File: src/rtl/sys_defs.sv
// Shared definitions for the decode-to-execute issue scoreboard.
package sys_defs;

    localparam int unsigned NUM_REGS_DEF = 32;
    localparam int unsigned REG_ADDR_W   = 5;
    localparam int unsigned CNT_W_DEF    = 2;
    localparam int unsigned STALL_W      = 16;

    // Controller modes: normal issue, quiesce in progress, completion pulse, held quiesced
    typedef enum logic [1:0] {
        SB_RUN   = 2'd0,
        SB_DRAIN = 2'd1,
        SB_DONE  = 2'd2,
        SB_HOLD  = 2'd3
    } sb_state_t;

endpackage : sys_defs

File: src/rtl/sb_counter.sv
// Per-register pending-write counter: saturating up/down, simultaneous inc+dec is a no-op.
module sb_counter
    import sys_defs::*;
#(
    parameter int unsigned CNT_W = CNT_W_DEF
) (
    input  logic             clk,
    input  logic             rst_n,
    input  logic             inc,
    input  logic             dec,
    output logic [CNT_W-1:0] cnt,
    output logic             nonzero,
    output logic             nxt_nonzero_c
);

    localparam logic [CNT_W-1:0] CNT_MAX = '1;

    logic [CNT_W-1:0] cnt_d;
    logic [CNT_W-1:0] cnt_q;

    // Next count: clamp at both ends so a stray writeback never wraps
    always_comb begin
        cnt_d = cnt_q;
        if (inc && !dec && (cnt_q != CNT_MAX)) begin
            cnt_d = cnt_q + CNT_W'(1);
        end else if (dec && !inc && (cnt_q != '0)) begin
            cnt_d = cnt_q - CNT_W'(1);
        end
    end

    // Count register
    always_ff @(posedge clk or negedge rst_n) begin
        if (!rst_n) begin
            cnt_q <= '0;
        end else begin
            cnt_q <= cnt_d;
        end
    end

    assign cnt           = cnt_q;
    assign nonzero       = |cnt_q;
    assign nxt_nonzero_c = |cnt_d;

endmodule : sb_counter

File: src/rtl/id_scoreboard_ctrl.sv
// In-order issue controller: tracks outstanding register writes, stalls decode
// on RAW/WAW hazards and provides a drain handshake for quiescing the pipeline.
// Optional macro ID_SCOREBOARD_WB_BYPASS_EN lets a same-cycle writeback clear a
// source hazard so the consumer issues in the writeback cycle.
module id_scoreboard_ctrl
    import sys_defs::*;
#(
    parameter int unsigned NUM_REGS = NUM_REGS_DEF,
    parameter int unsigned CNT_W    = CNT_W_DEF
) (
    input  logic                  clk,
    input  logic                  rst_n,
    input  logic                  id_valid,
    output logic                  id_ready,
    input  logic                  rs1_r_ena,
    input  logic [REG_ADDR_W-1:0] rs1_r_addr,
    input  logic                  rs2_r_ena,
    input  logic [REG_ADDR_W-1:0] rs2_r_addr,
    input  logic                  rd_w_ena,
    input  logic [REG_ADDR_W-1:0] rd_w_addr,
    input  logic                  wb_valid,
    input  logic [REG_ADDR_W-1:0] wb_addr,
    input  logic                  drain_req,
    output logic                  drain_done,
    output logic                  busy_any,
    output logic [STALL_W-1:0]    stall_cnt
);

    localparam logic [CNT_W-1:0]   CNT_MAX   = '1;
    localparam logic [STALL_W-1:0] STALL_MAX = '1;

    logic [CNT_W-1:0]    cnt [NUM_REGS];
    logic [NUM_REGS-1:0] nz;
    logic [NUM_REGS-1:0] nz_nxt;

    logic                issue;
    logic                hazard;
    logic [CNT_W-1:0]    rs1_cnt;
    logic [CNT_W-1:0]    rs2_cnt;
    logic [CNT_W-1:0]    rd_cnt;

    sb_state_t           state_d;
    sb_state_t           state_q;
    logic                drain_done_d;
    logic                drain_done_q;
    logic [STALL_W-1:0]  stall_cnt_d;
    logic [STALL_W-1:0]  stall_cnt_q;

    // x0 is never tracked: its slot reads as permanently idle
    assign cnt[0]    = '0;
    assign nz[0]     = 1'b0;
    assign nz_nxt[0] = 1'b0;

    // One pending-write counter per architectural register x1..x(N-1)
    for (genvar r = 1; r < NUM_REGS; r++) begin : g_cnt
        sb_counter #(
            .CNT_W         (CNT_W)
        ) u_cnt (
            .clk           (clk),
            .rst_n         (rst_n),
            .inc           (issue && rd_w_ena && (rd_w_addr == REG_ADDR_W'(r))),
            .dec           (wb_valid && (wb_addr == REG_ADDR_W'(r))),
            .cnt           (cnt[r]),
            .nonzero       (nz[r]),
            .nxt_nonzero_c (nz_nxt[r])
        );
    end

    // Effective pending counts seen by the hazard check for this instruction
    always_comb begin
        rs1_cnt = cnt[rs1_r_addr];
        rs2_cnt = cnt[rs2_r_addr];
        rd_cnt  = cnt[rd_w_addr];
`ifdef ID_SCOREBOARD_WB_BYPASS_EN
        // A retiring write is forwarded by the datapath, so discount it here
        if (wb_valid) begin
            if ((wb_addr == rs1_r_addr) && (rs1_cnt != '0)) begin
                rs1_cnt = rs1_cnt - CNT_W'(1);
            end
            if ((wb_addr == rs2_r_addr) && (rs2_cnt != '0)) begin
                rs2_cnt = rs2_cnt - CNT_W'(1);
            end
            if ((wb_addr == rd_w_addr) && (rd_cnt != '0)) begin
                rd_cnt = rd_cnt - CNT_W'(1);
            end
        end
`endif
    end

    // RAW on either source, or the destination counter would overflow
    always_comb begin
        hazard = 1'b0;
        if (rs1_r_ena && (rs1_cnt != '0)) begin
            hazard = 1'b1;
        end
        if (rs2_r_ena && (rs2_cnt != '0)) begin
            hazard = 1'b1;
        end
        if (rd_w_ena && (rd_w_addr != '0) && (rd_cnt == CNT_MAX)) begin
            hazard = 1'b1;
        end
    end

    // Ready is held low while reset is asserted even though the mode reads RUN
    assign id_ready = rst_n && (state_q == SB_RUN) && !hazard;
    assign issue    = id_valid && id_ready;

    // Drain sequencing and stall accounting
    always_comb begin
        state_d      = state_q;
        drain_done_d = 1'b0;
        stall_cnt_d  = stall_cnt_q;

        case (state_q)
            SB_RUN: begin
                if (drain_req) begin
                    state_d = SB_DRAIN;
                end
            end
            SB_DRAIN: begin
                // Look at next-state counts so the last writeback completes the drain
                if (nz_nxt == '0) begin
                    state_d = SB_DONE;
                end
            end
            SB_DONE: begin
                state_d = drain_req ? SB_HOLD : SB_RUN;
            end
            SB_HOLD: begin
                if (!drain_req) begin
                    state_d = SB_RUN;
                end
            end
            default: begin
                state_d = SB_RUN;
            end
        endcase

        drain_done_d = (state_d == SB_DONE);

        if (id_valid && !id_ready && (stall_cnt_q != STALL_MAX)) begin
            stall_cnt_d = stall_cnt_q + STALL_W'(1);
        end
    end

    // Control registers
    always_ff @(posedge clk or negedge rst_n) begin
        if (!rst_n) begin
            state_q      <= SB_RUN;
            drain_done_q <= 1'b0;
            stall_cnt_q  <= '0;
        end else begin
            state_q      <= state_d;
            drain_done_q <= drain_done_d;
            stall_cnt_q  <= stall_cnt_d;
        end
    end

    assign drain_done = drain_done_q;
    assign stall_cnt  = stall_cnt_q;
    assign busy_any   = |nz;

endmodule : id_scoreboard_ctrl

File: config.mk
export PLATFORM = sky130hd
export DESIGN_NAME = id_scoreboard_ctrl
export DESIGN_NICKNAME = d
export VERILOG_FILES = /design/src/rtl/sys_defs.sv /design/src/rtl/sb_counter.sv /design/src/rtl/id_scoreboard_ctrl.sv
export SDC_FILE = /design/constraint.sdc
export NUM_CORES = 1
export LEC_CHECK = 0
export BUFFER_PORTS_ARGS = -buffer_cell sky130_fd_sc_hd__buf_2
export CORE_UTILIZATION = 30
export CTS_CLUSTER_SIZE = 30
export DETAILED_ROUTE_END_ITERATION = 8
export SETUP_SLACK_MARGIN = 0.02
export SYNTH_ARGS = -nofsm -noshare
export SYNTH_HDL_FRONTEND = slang
export SYNTH_HIERARCHICAL = 1
export SYNTH_SLANG_ARGS = --single-unit
File: constraint.sdc
create_clock -name clk -period 11.9 [get_ports clk]
set_clock_uncertainty 0.2 [all_clocks]
set_input_delay 2.38 -clock clk [delete_from_list [all_inputs] [get_ports clk]]
set_output_delay 2.38 -clock clk [all_outputs]
set_load 0.01 [all_outputs]
==> impl_metrics.ini <==
[outcome]
outcome = complete, no violations

[clock_network]
cts.sinks = 81
cts_setup_buffers = 0
htree_levels = 3
cts_resized = 0
clkSlewWorstSetupHoldPaths_ns = 0.06
hold_buffers = 0
cts_max_path_buffers = 2
cts_made_buffers = 9
insertion_delay_ns = 0.36
cts_tree = done
root_buffer = clkbuf_16

[place]
hpwl_um = 18840
dp.cells = 1399
io_buffers = 46
finalWeightedCongestion = 0.9178

[synthesis]
avgSynthCellArea_um2 = 8.329
syn_nets = 1093
synth.area.top_cells = dfrtp_1, ha_1, nor3b_1
synth_edf_count = 0
ys_seq_area_share_pct = 24.29
yosysTopAreaCell = dfrtp_1
syn_area_um2 = 8346
ys_warn_count = 6
synth.distinct_cells = 60
synthCells = 1002
synthArstFlopShare_pct = 100.0
synth_top_area_share_pct = 24.29
synth_seq_cells = 81
synthFlopType = dfrtp_1

[critical_path]
crit_end = id_ready
cpMostUsedCell = buf_2
crit_chain = buf_2 -> mux4_2 -> nor2b_1 -> nor3_1 -> a221oi_1 -> o22ai_1 -> nor4_4 -> buf_4 -> buf_2
cpPeakStageDelay_ns = 0.59
worst_ep_required_time_ns = 9.32
criticalPathCategory = in -> out
crit_path_start_kind = primary input
r2r_start = g_cnt[31].u_cnt/cnt[0]
r2r_cells = 16
endpoint_kind = output pin
worstSetupStartpoint = rd_w_addr[0]
cp_max_fo = 24
cp_slowest_cell = mux4_2
crit_arrival_ns = 4.72
r2r-end = state_q[0]
worst-r2r-setup-slack_ns = 6.91

[floorplan]
row_count = 60
die_h_um = 168.8
fp.dieW_um = 168.8
die_area_um2 = 28490
io_pins = 47
start_util_pct = 30.79
core_um2 = 27100

[detailed_routing]
firstDrtPassIters = 5
ant_nets = 0
routedWlPerCell_um = 17.42
drc_errors = 0
drtIter0Drc = 781
vias_per_cell = 5.526
vias = 7825
routed_wl_um = 24660

[sta]
setup_viol = 0
hold_viol_final = 0
final.period_utilization_pct = 61.37
relSlewSlack_pct = 54.73
slew_violations = 0
min_period_ns = 7.303
worstMarginPinSlew_ns = 0.6790
grt_setup_unrepaired = false
finalSetupTns_ns = 0
fmax_ghz = 0.1369

[power_and_ir_drop]
peakVddDrop_uv = 69.27
p_per_area_nw_per_um2 = 126.8
p_leak_nw = 4.346

[cells_and_area]
syn_to_final_growth_pct = 11.54
drive_above_1_share_pct = 11.03
layout.cells.non_filler = 1416
nets = 1129

[run]
maxCapViolCount = 0

[global_route]
antenna_found_initial = 2
grt_use_total_pct = 17.63
grt_first_pass_wirelength_um = 38760
grt_pass1_vias = 7338
grt_max_degree = 45
overflow = 0

[min_path]
worstHoldStart = stall_cnt[11]
hold_class = reg -> reg
## synth_stat cells (27+ instances only)
| cell type | count |
|---|---|
| nor3_1 | 55 |
| nor2b_1 | 57 |
| nor3b_1 | 89 |
| nand2_1 | 27 |
| inv_1 | 97 |
| nor2_1 | 94 |
| dfrtp_1 | 81 |
| ha_1 | 63 |
| or3_1 | 29 |
| and2_1 | 27 |
| and3_1 | 35 |
| o21ai_0 | 82 |
## sequential cells by signal, summed over array words and instances, names as in the netlist
signal	cells
g_cnt.u_cnt/cnt	62
stall_cnt	16
state_q	2
drain_done	1
## critical path, delay by kind of cell
family / cells / cell delay (ns)
AOI/OAI and AO/OA: 2 / 0.38
buffers and inverters: 3 / 1.01
and+or+nand+nor: 3 / 0.34
muxes: 1 / 0.59
## routing by layer
layer  GRT usage (%)  part of all wire, %
met1           23.10                   45
met2           28.14                   45
met3           3.671                  6.0
met4           7.312                  3.2
met5               0                0.049
## how the worst min path moves through the flow
| stage | end | slack (ns) | cells after the start |
|---|---|---|---|
| after floorplan | state_q[1] | 0.27 | 1 |
| after global placement | stall_cnt[11] | 0.28 | 1 |
| after detailed placement | stall_cnt[11] | 0.28 | 1 |
| after CTS | stall_cnt[11] | 0.29 | 1 |
| after global routing | stall_cnt[2] | 0.31 | 1 |
| final | stall_cnt[11] | 0.29 | 1 |
## cells in the final DEF, fill, tap and decap left out, types with 3 or more instances in the layout
cell       instances
nor2_1            94
buf_2             45
inv_1             97
nand3_1           14
xor2_1            14
mux2i_1           15
nor3_1            55
nor4_1            17
a221oi_2           5
mux4_2            18
or3b_1             4
and2_1            27
and2_4             4
nand4_1            5
o21ai_0           82
a32o_1            26
nor4b_1            4
mux2_2             4
a31oi_1            8
dfrtp_1           81
buf_4              3
nor2b_1           57
nand2_1           27
or3_1             29
and3_1            35
ha_1              63
a22oi_1            5
a22oi_2            4
clkbuf_16          9
bufinv_16          4
nand3b_1           5
nor3b_1           89
nand2b_1          11
a21oi_1           16
a211o_1           26
xnor2_2            4
or3b_4             4
## per-stage QoR
| stage | instance area (um^2) | setup slack [ns] | power [W] | util, % | hold slack (ns) |
|---|---|---|---|---|---|
| after floorplan | 8346 | 5.231 | 0.0006973 | - | 0.2730 |
| after global placement | 8939 | 4.456 | 0.0008187 | 32.98 | 0.2782 |
| after detailed placement | 8939 | 4.431 | 0.0008236 | 32.98 | 0.2805 |
| after CTS | 9306 | 4.579 | 0.001185 | 34.34 | 0.2907 |
| after global routing | 9309 | 4.369 | 0.001256 | 34.35 | 0.3135 |
| final | 9309 | 4.597 | 0.001180 | 34.35 | 0.2857 |
## power by group
part           internal, W  leakage [nW]  switching, W
clock             0.000227         0.180      0.000127
combinational     0.000197          3.09      0.000209
sequential        0.000322          1.07     0.0000988
total             0.000746          4.35      0.000434
## kinds of logic after synthesis
family / synth area share [%]
fa+ha+maj: 9.445
simple gates: 34.41
compound gates: 16.24
buf+inv: 5.802
mux: 7.466
xor+xnor: 2.354
flops: 24.29
## area by class of cell
type	count	area, um^2
Fill cell	2816	17790
Multi-Input combinational cell	801	5834
Sequential cell	81	2027
Tap cell	372	465.4
Inverter	97	364.1
Timing Repair Buffer	48	247.7
Clock buffer	9	225.2
Clock inverter	7	142.6
Antenna cell	1	2.502
Power figures use the tool's default switching activity.
